### src/rtl/nec_ir_rx.sv
// NEC infrared remote receiver: microsecond-timed pulse decoder with integrity checks,
// repeat-code handling, a show-ahead result FIFO and sticky overflow / error reporting.
module nec_ir_rx #(
    parameter int unsigned CLK_DIV    = 50,
    parameter int unsigned FIFO_DEPTH = 4,
    parameter int unsigned CHECK_CMD  = 1,
    parameter int unsigned CHECK_ADDR = 0,
    parameter int unsigned REPEAT_EN  = 1,
    parameter int unsigned TIMEOUT_US = 12000
) (
    input  logic        iCLK,
    input  logic        iRST_n,
    input  logic        iIRDA,
    input  logic        iREAD,
    input  logic        iCLR_ERR,
    output logic        oDATA_READY,
    output logic [31:0] oDATA,
    output logic        oREPEAT,
    output logic        oOVERFLOW,
    output logic [7:0]  oERR_CNT
);

    localparam int PRE_W = (CLK_DIV > 1) ? $clog2(CLK_DIV) : 1;
    localparam int PTR_W = $clog2(FIFO_DEPTH);

    localparam logic [13:0] CNT_MAX     = 14'h3FFF;
    localparam logic [13:0] TIMEOUT_CNT = 14'(TIMEOUT_US);

    typedef enum logic [2:0] {
        S_IDLE      = 3'd0,
        S_LEAD_LOW  = 3'd1,
        S_LEAD_HIGH = 3'd2,
        S_BIT_LOW   = 3'd3,
        S_BIT_HIGH  = 3'd4,
        S_STOP      = 3'd5
    } state_t;

    function automatic logic in_rng(input logic [13:0] v, input logic [13:0] lo,
                                    input logic [13:0] hi);
        return (v >= lo) && (v <= hi);
    endfunction

    // Input synchroniser and registered edge detector
    logic sync1_q, sync2_q, sync3_q;
    logic rise_q, fall_q;

    // Microsecond prescaler and pulse-length counter
    logic [PRE_W-1:0] pre_q, pre_d;
    logic             tick;
    logic [13:0]      pulse_q, pulse_d;

    // Decoder state
    state_t      state_q, state_d;
    logic [4:0]  bit_idx_q, bit_idx_d;
    logic [31:0] shift_q, shift_d;
    logic        rpt_q, rpt_d;
    logic        frame_ok, frame_err;

    // Completion stage
    logic [31:0] last_q, last_d;
    logic        last_vld_q, last_vld_d;
    logic        push_q, push_d;
    logic [31:0] push_data_q, push_data_d;
    logic        push_rpt_q, push_rpt_d;
    logic        err_evt;
    logic        cmd_ok, addr_ok;

    // FIFO and status
    logic [32:0]    mem_q [FIFO_DEPTH];
    logic [PTR_W:0] wr_ptr_q, wr_ptr_d, rd_ptr_q, rd_ptr_d;
    logic           empty, full, pop, do_push, ovf_evt;
    logic [32:0]    head;
    logic           ovf_q, ovf_d;
    logic [7:0]     err_q, err_d;

    assign tick = (pre_q == PRE_W'(CLK_DIV - 1));

    always_comb begin
        pre_d = tick ? '0 : pre_q + 1'b1;
        pulse_d = pulse_q;
        if (rise_q || fall_q) begin
            pulse_d = '0;
        end else if (tick && (pulse_q != CNT_MAX)) begin
            pulse_d = pulse_q + 14'd1;
        end
    end

    // Edges take priority over the timeout; pulse_q holds the length of the level just ended.
    always_comb begin
        state_d   = state_q;
        bit_idx_d = bit_idx_q;
        shift_d   = shift_q;
        rpt_d     = rpt_q;
        frame_ok  = 1'b0;
        frame_err = 1'b0;
        if ((state_q != S_IDLE) && !rise_q && !fall_q && (pulse_q >= TIMEOUT_CNT)) begin
            state_d   = S_IDLE;
            frame_err = 1'b1;
        end else begin
            case (state_q)
                S_IDLE: begin
                    if (fall_q) state_d = S_LEAD_LOW;
                end
                S_LEAD_LOW: begin
                    if (rise_q) begin
                        if (in_rng(pulse_q, 14'd8000, 14'd10000)) begin
                            state_d = S_LEAD_HIGH;
                        end else begin
                            state_d   = S_IDLE;
                            frame_err = 1'b1;
                        end
                    end
                end
                S_LEAD_HIGH: begin
                    if (fall_q) begin
                        if (in_rng(pulse_q, 14'd4000, 14'd5000)) begin
                            state_d   = S_BIT_LOW;
                            bit_idx_d = 5'd0;
                            rpt_d     = 1'b0;
                        end else if (in_rng(pulse_q, 14'd1800, 14'd2700)) begin
                            state_d = S_STOP;
                            rpt_d   = 1'b1;
                        end else begin
                            state_d   = S_IDLE;
                            frame_err = 1'b1;
                        end
                    end
                end
                S_BIT_LOW: begin
                    if (rise_q) begin
                        if (in_rng(pulse_q, 14'd300, 14'd800)) begin
                            state_d = S_BIT_HIGH;
                        end else begin
                            state_d   = S_IDLE;
                            frame_err = 1'b1;
                        end
                    end
                end
                S_BIT_HIGH: begin
                    if (fall_q) begin
                        if (in_rng(pulse_q, 14'd300, 14'd800) ||
                            in_rng(pulse_q, 14'd1300, 14'd2000)) begin
                            shift_d[bit_idx_q] = (pulse_q >= 14'd1300);
                            bit_idx_d          = bit_idx_q + 5'd1;
                            state_d            = (bit_idx_q == 5'd31) ? S_STOP : S_BIT_LOW;
                        end else begin
                            state_d   = S_IDLE;
                            frame_err = 1'b1;
                        end
                    end
                end
                S_STOP: begin
                    if (rise_q) begin
                        state_d = S_IDLE;
                        if (in_rng(pulse_q, 14'd300, 14'd800)) begin
                            frame_ok = 1'b1;
                        end else begin
                            frame_err = 1'b1;
                        end
                    end
                end
                default: state_d = S_IDLE;
            endcase
        end
    end

    assign cmd_ok  = (CHECK_CMD == 0)  || (shift_q[31:24] == ~shift_q[23:16]);
    assign addr_ok = (CHECK_ADDR == 0) || (shift_q[15:8] == ~shift_q[7:0]);

    always_comb begin
        push_d      = 1'b0;
        push_data_d = push_data_q;
        push_rpt_d  = push_rpt_q;
        last_d      = last_q;
        last_vld_d  = last_vld_q;
        err_evt     = frame_err;
        if (frame_ok) begin
            if (rpt_q) begin
                if ((REPEAT_EN != 0) && last_vld_q) begin
                    push_d      = 1'b1;
                    push_data_d = last_q;
                    push_rpt_d  = 1'b1;
                end
            end else if (cmd_ok && addr_ok) begin
                push_d      = 1'b1;
                push_data_d = shift_q;
                push_rpt_d  = 1'b0;
                last_d      = shift_q;
                last_vld_d  = 1'b1;
            end else begin
                err_evt = 1'b1;
            end
        end
    end

    // iREAD pops the head only while oDATA_READY is high; a push into a full FIFO is
    // accepted only if the same cycle also pops.
    assign empty   = (wr_ptr_q == rd_ptr_q);
    assign full    = (wr_ptr_q[PTR_W] != rd_ptr_q[PTR_W]) &&
                     (wr_ptr_q[PTR_W-1:0] == rd_ptr_q[PTR_W-1:0]);
    assign pop     = iREAD && !empty;
    assign do_push = push_q && (!full || pop);
    assign ovf_evt = push_q && full && !pop;
    assign head    = mem_q[rd_ptr_q[PTR_W-1:0]];

    always_comb begin
        wr_ptr_d = do_push ? wr_ptr_q + 1'b1 : wr_ptr_q;
        rd_ptr_d = pop ? rd_ptr_q + 1'b1 : rd_ptr_q;
        ovf_d    = (ovf_q && !iCLR_ERR) || ovf_evt;
        err_d    = err_q;
        if (iCLR_ERR) begin
            err_d = err_evt ? 8'd1 : 8'd0;
        end else if (err_evt && (err_q != 8'hFF)) begin
            err_d = err_q + 8'd1;
        end
    end

    always_ff @(posedge iCLK) begin
        if (!iRST_n) begin
            sync1_q     <= 1'b1;
            sync2_q     <= 1'b1;
            sync3_q     <= 1'b1;
            rise_q      <= 1'b0;
            fall_q      <= 1'b0;
            pre_q       <= '0;
            pulse_q     <= '0;
            state_q     <= S_IDLE;
            bit_idx_q   <= '0;
            shift_q     <= '0;
            rpt_q       <= 1'b0;
            last_q      <= '0;
            last_vld_q  <= 1'b0;
            push_q      <= 1'b0;
            push_data_q <= '0;
            push_rpt_q  <= 1'b0;
            wr_ptr_q    <= '0;
            rd_ptr_q    <= '0;
            ovf_q       <= 1'b0;
            err_q       <= '0;
        end else begin
            sync1_q     <= iIRDA;
            sync2_q     <= sync1_q;
            sync3_q     <= sync2_q;
            rise_q      <= sync2_q && !sync3_q;
            fall_q      <= !sync2_q && sync3_q;
            pre_q       <= pre_d;
            pulse_q     <= pulse_d;
            state_q     <= state_d;
            bit_idx_q   <= bit_idx_d;
            shift_q     <= shift_d;
            rpt_q       <= rpt_d;
            last_q      <= last_d;
            last_vld_q  <= last_vld_d;
            push_q      <= push_d;
            push_data_q <= push_data_d;
            push_rpt_q  <= push_rpt_d;
            wr_ptr_q    <= wr_ptr_d;
            rd_ptr_q    <= rd_ptr_d;
            ovf_q       <= ovf_d;
            err_q       <= err_d;
        end
    end

    // Storage needs no reset: the outputs are gated by the empty flag.
    always_ff @(posedge iCLK) begin
        if (do_push) begin
            mem_q[wr_ptr_q[PTR_W-1:0]] <= {push_rpt_q, push_data_q};
        end
    end

    assign oDATA_READY = !empty;
    assign oDATA       = empty ? 32'd0 : head[31:0];
    assign oREPEAT     = !empty && head[32];
    assign oOVERFLOW   = ovf_q;
    assign oERR_CNT    = err_q;

endmodule

### config.mk
export PLATFORM = sky130hd
export DESIGN_NAME = nec_ir_rx
export DESIGN_NICKNAME = d
export VERILOG_FILES = /design/src/rtl/nec_ir_rx.sv
export SDC_FILE = /design/constraint.sdc
export NUM_CORES = 1
export LEC_CHECK = 0
export ABC_AREA = 1
export BUFFER_PORTS_ARGS = -buffer_cell sky130_fd_sc_hd__buf_2
export CORE_ASPECT_RATIO = 1.75
export CORE_MARGIN = 4
export CORE_UTILIZATION = 50
export DETAILED_ROUTE_END_ITERATION = 10
export PLACE_DENSITY = 0.75
export SLEW_MARGIN = 20
export SYNTH_ARGS = -nofsm -noshare
export SYNTH_HDL_FRONTEND = slang
export SYNTH_SLANG_ARGS = --single-unit
### constraint.sdc
create_clock -name iCLK -period 3.1 [get_ports iCLK]
set_input_delay 0.31 -clock iCLK [delete_from_list [all_inputs] [get_ports iCLK]]
set_output_delay 0.31 -clock iCLK [all_outputs]
set_load 0.01 [all_outputs]
Word level (Yosys, flattened, before mapping)
Memories as Yosys holds them, arrays and structs flattened. A register that Yosys moved wholly into a read port is not among the register bits.
Index checks and enable logic that the tools add are counted.
{ "word_totals": {"ramBits": 132, "regBits": 148, "wordCells": 173, "memories": 1} }
{ "mem_list": {"columns": ["name", "depth", "word_bits", "rd", "rd_ports_with_merged_regs", "write_ports", "line", "source"], "rows": [
  ["mem_q", 4, 33, 1, 1, 1, "69", "logic [32:0] mem_q [FIFO_DEPTH];"]
]} }
{ "op_classes": {"n_lt_le_gt_ge": 13, "n_mux": 58, "n_eq_ne": 22, "reduce_logical": 49, "n_addsub": 6, "bitwise_logic": 4} }
{ "ops": {"columns": ["op", "count"], "rows": [
  ["$mux 32", 4],
  ["$mux 3", 11],
  ["$bwmux 32", 1],
  ["$mux 1", 29],
  ["$ge 14x11->1 const B", 2],
  ["$logic_and 1x1->1", 20],
  ["$mux 5", 4],
  ["$pmux 3 s6", 1],
  ["$mux 8", 2],
  ["$ne 2x2->1 const B", 8],
  ["$add 14x1->14 const B", 1],
  ["$ge 14x12->1 const B", 1],
  ["$ge 14x13->1 const B", 1],
  ["$ge 14x14->1 const B", 1],
  ["$ge 14x9->1 const B", 1],
  ["$le 14x10->1 const B", 1],
  ["$le 14x11->1 const B", 1],
  ["$le 14x12->1 const B", 1],
  ["$le 14x13->1 const B", 1],
  ["$le 14x14->1 const B", 1],
  ["$ne 14x14->1 const B", 1],
  ["$reduce_and 6->1", 2],
  ["$pmux 5 s2", 1],
  ["$add 8x1->8 const B", 1],
  ["30 further kinds", 55]
]} }

Logic depth before layout (Yosys ltp)
{ "logic_depth": {"word_depth": 13, "mapped_depth": 18} }

Least setup slack after synthesis
OpenSTA, ideal clock, no wires.
{ "synth_timing": {"path_type": "register -> register", "start": "reg wr_ptr_q[0]", "end": "reg wr_ptr_q[2]", "setup_slack_ps": 4, "t_arrival_ps": 2979, "stages_incl_launch_ff": 12, "setup_time_ps": 117, "n_path_buf": 0, "cell_sequence": "dfxtp_1 -> inv_1 -> nor2_1 -> nor3_1 -> nand2_1 -> nand2_1 -> nand3_1 -> nand2_1 -> nor2_1 -> nand2_1 -> nand2_1 -> o21ba_2"} }
{ "synth_via": {"elab_chain_cells": 5, "word_cells_on_any_way": 9, "classes_between": "1 x add/sub; 2 x eq/ne; 6 x reduce/logical"} }
{ "synth_rtl": {"columns": ["item", "line", "source"], "rows": [
  ["start, declared", "70", "logic [PTR_W:0] wr_ptr_q, wr_ptr_d, rd_ptr_q, rd_ptr_d;"],
  ["start signal, assigned", "257", "wr_ptr_q <= wr_ptr_d;"],
  ["$eq 3x3->1 / $eq 2x2->1 (equally long branches)", "198, 200", null],
  ["$logic_not 1->1 / $logic_and 1x1->1 (equally long branches)", "201, 199", null],
  ["$logic_and 1x1->1 / $logic_not 1->1 (equally long branches)", "201, 202", null],
  ["$logic_or 1x1->1", "202", "assign do_push = push_q && (!full || pop);"],
  ["$logic_and 1x1->1", "202", null]
]} }
Several ways; a longest one is shown, not always the timed one.
A chain may end at the register's enable or synchronous reset.

Final worst setup path
{ "layout_timing": {"start": "reg wr_ptr_q[0]", "end": "mem mem_q[1][7], enable pin"} }
{ "layout_via": {"elab_chain_cells": 7, "word_cells_on_any_way": 10, "classes_between": "2 x eq/ne; 2 x mux; 6 x reduce/logical"} }
{ "layout_rtl": {"columns": ["item", "line", "source"], "rows": [
  ["$eq 3x3->1 / $eq 2x2->1 (equally long branches)", "198, 200", null],
  ["$logic_not 1->1 / $logic_and 1x1->1 (equally long branches)", "201, 199", null],
  ["$logic_and 1x1->1 / $logic_not 1->1 (equally long branches)", "201, 202", null],
  ["$logic_or 1x1->1", "202", null],
  ["$logic_and 1x1->1", "202", null],
  ["$mux 1", "266", "if (do_push) begin"],
  ["$mux 1 (not written as such)", "267", "mem_q[wr_ptr_q[PTR_W-1:0]] <= {push_rpt_q, push_data_q};"],
  ["end, declared", "69", null]
]} }
Several ways; a longest one is shown, not always the timed one.

==> reports/qor.txt <==
status: finished, final reports clean
Sink Count: 282
# fillers: 2116
WHS Endpoint: rd_ptr_q[2]
Main synth FF type: dfxtp_1
Crit. End Element: flip-flop
net count after synthesis: 1412
Core ar.: 24120 sq um
clock tree buffer depth: 3
period utilisation layout: 84.28%
Layout Nets: 1433
Initial DRC Count: 530
proportion of layout cells with a drive suffix above 1: 10.27%
post-synthesis mux area share: 0%
Post-Syn Instances: 1392
DP Area: 12760 sq um
Reg-to-Reg End: mem_q[1][7]
postcts setup bufs: 0
r2r startpoint: wr_ptr_q[0]
Final ANT Viol Nets: 0
Initial Utilization: 50.93%
worst slew pin tran: 1073 ps
1st-pass router iterations: 5
Die W: 126.5 um
P_leak: 5.455 nW
largest net degree at the start of global routing: 71
PostCTS Resize Cnt: 0
I/O Buffers: 47
path type of the worst min-delay path: input pin to flip-flop
I/O pins: 48
CP most frequent cell: nand2_1
vias in the first global route: 9051
Post-CTS Hold Buffers: 1
unrepaired setup endpoints after global routing: no
CP Cell Sequence: inv_1, nor2_1, nor3_1, nand2_1, nand2_1, nand3_1, nand2_1, nor2_4
Worst-Skew Late Latency: 540 ps
CP max FO: 33
mapped cell area: 12280 sq um
via/cell ratio: 5.441
worst ir drop on vdd: 419.8 uV
Slew Limit Fails: 0
Residual DRC: 0
WL per Instance: 15.41 um
clock skew: 14.18 ps
final hold violations: 0
HP Start: iREAD
slowest CP cell: nor2_4
Max Freq: 0.3827 GHz
Die Span Y: 215.3 um
commonest cells after routing, fill and taps aside: nand2_1, nor2_1, dfxtp_1, inv_1, edfxtp_1
Synth Area in Simple Gates: 20.05%
GRT overflow: 0
CTS root buffer: clkbuf_16
setup TNS: 0 ps
Detail Placement HPWL: 18240 um
Fin Hold WS: 83.98 ps
EDFF count, synth: 132
crit path launch type: flip-flop
relative slew slack: 28.31%
Worst-path clk slew: 60 ps
TritonCTS clock tree: done
Area Growth Syn to Fin: 10.54%
Synth Area in XOR/XNOR: 0.5704%
final setup vio count: 0
drt total wl: 26810 um
global-route usage over all layers: 19.30%
compound-gate portion of the synthesized area: 14.08%
initial antenna violation count: 0
Hold Crit Depth: 3
antenna cells: 0
global-route wire length before repair: 43540 um
sequential element share of the synthesized area: 56.72%
post-route cell area: 13580 sq um
Yosys reg bits: 282
Final Wtd Congestion: 0.9084
row count: 75
CTS Buf Count: 25
async set or reset register ratio after synthesis: 0%
largest family of logic cells by synthesized area: simple AND/OR/NAND/NOR gates
area share of fa/ha/maj cells after synthesis: 1.528%
Worst EP required: 3250 ps
Syn Area/Cell: 8.824 sq um
r2r setup slk: 490 ps
r2r worst-path depth: 8
Die ar.: 27240 sq um
Distinct cells, synth: 44
H-tree levels: 1
most common cell after layout, fill and taps aside: nand2_1
crit path time final: 2613 ps
CP top delay family: simple AND/OR/NAND/NOR gates
CP max stage delay: 910 ps
synth warn: 0
Max Cap Viol: 0
worst setup path category: flip-flop to flip-flop
PD cells: 540.0 nW/um^2
Buf/Inv on CP: 1
Vias: 9468
Worst EP arrival: 2760 ps
worst register-to-register path, stage by stage, from the launching register on:
cell and delay [ps]:
dfxtp_1 380, inv_1 110, nor2_1 100, nor3_1 80, nand2_1 70, nand2_1 130, nand3_1 140, nand2_1 290
nor2_4 910
through the flow:
step | setup WS (ps) | util [%] | cells | total power [mW]
6_report | 487.3 | 56.30 | 1740 | 7.332
5_1_grt | 275.3 | 56.30 | 1740 | 7.626
4_1_cts | 383.7 | 56.22 | 1739 | 7.398
2_1_floorplan | 4.192 | - | 1392 | 4.293
3_5_place_dp | 400.3 | 52.90 | 1692 | 4.457
3_3_place_gp | 465.8 | 52.90 | 1692 | 4.449
power by group:
group	switching (mW)	leakage, nW	internal (mW)	total [mW]
Clock	1.37	0.377	1.59	2.96
Sequential	0.0206	2.43	3.87	3.89
Combinational	0.313	2.65	0.165	0.478
cell families (layout without fill, tap and decap cells):
family	Yosys count	count (layout)
buffers and inverters	219	259
xor gates and xnor gates	8	8
adders and majority gates	15	15
DFF	282	282
AOI/OAI and AO/OA	295	295
and+or+nand+nor	573	573
synthesized netlist by cell type (5+ instances only):
cell type	number	area, sq um
inv_1	138	518.0
nand4_1	13	81.33
o21ai_0	88	440.4
o211ai_1	34	255.2
inv_2	7	26.28
nand2_1	237	889.6
edfxtp_1	132	3964
nor3_1	78	390.4
xor2_1	5	43.79
nand2_4	5	56.30
o32ai_1	33	289.0
clkbuf_1	52	195.2
dfxtp_1	150	3003
a21oi_1	129	645.6
nor2_1	182	683.2
buf_2	8	40.04
nand2_2	5	31.28
ha_1	15	187.7
nand3_1	36	180.2
routing by layer:
layer	vias to the layer above	track usage [%]	share of wire (%)
met5	-	0	0
met2	241	36.78	54
met1	4385	20.41	38
met3	77	2.410	3.8
li1	4765	-	-
met4	0	9.556	4.8
worst max-delay path by stage:
stage,startpoint,end,cells after the start
3_3_place_gp,wr_ptr_q[0],wr_ptr_q[2],11
6_report,wr_ptr_q[0],mem_q[1][7],8
4_1_cts,wr_ptr_q[0],wr_ptr_q[2],11
3_5_place_dp,wr_ptr_q[0],wr_ptr_q[2],11
2_1_floorplan,wr_ptr_q[0],wr_ptr_q[2],11
5_1_grt,wr_ptr_q[0],mem_q[0][21],8
sequential cells by signal, summed over array words and instances, names as in the netlist, 3 cells and up, named ones only:
register,flops
bit_idx_q,5
last_q,32
mem_q,132
oERR_CNT,8
pre_q,6
pulse_q,14
push_data_q,32
rd_ptr_q,3
shift_q,32
state_q,3
wr_ptr_q,3
area by class of cell:
| type | count | area (sq um) | area share [%] |
|---|---|---|---|
| Sequential cell | 282 | 6969 | 51.33 |
| Multi-Input combinational cell | 891 | 4487 | 33.04 |
| Clock buffer | 30 | 675.6 | 4.976 |
| Inverter | 151 | 571.8 | 4.211 |
| Tap cell | 308 | 385.4 | 2.838 |
| Timing Repair Buffer | 62 | 375.4 | 2.764 |
| Clock inverter | 16 | 113.9 | 0.8386 |
Note: power is estimated with default switching activity, not from simulation.
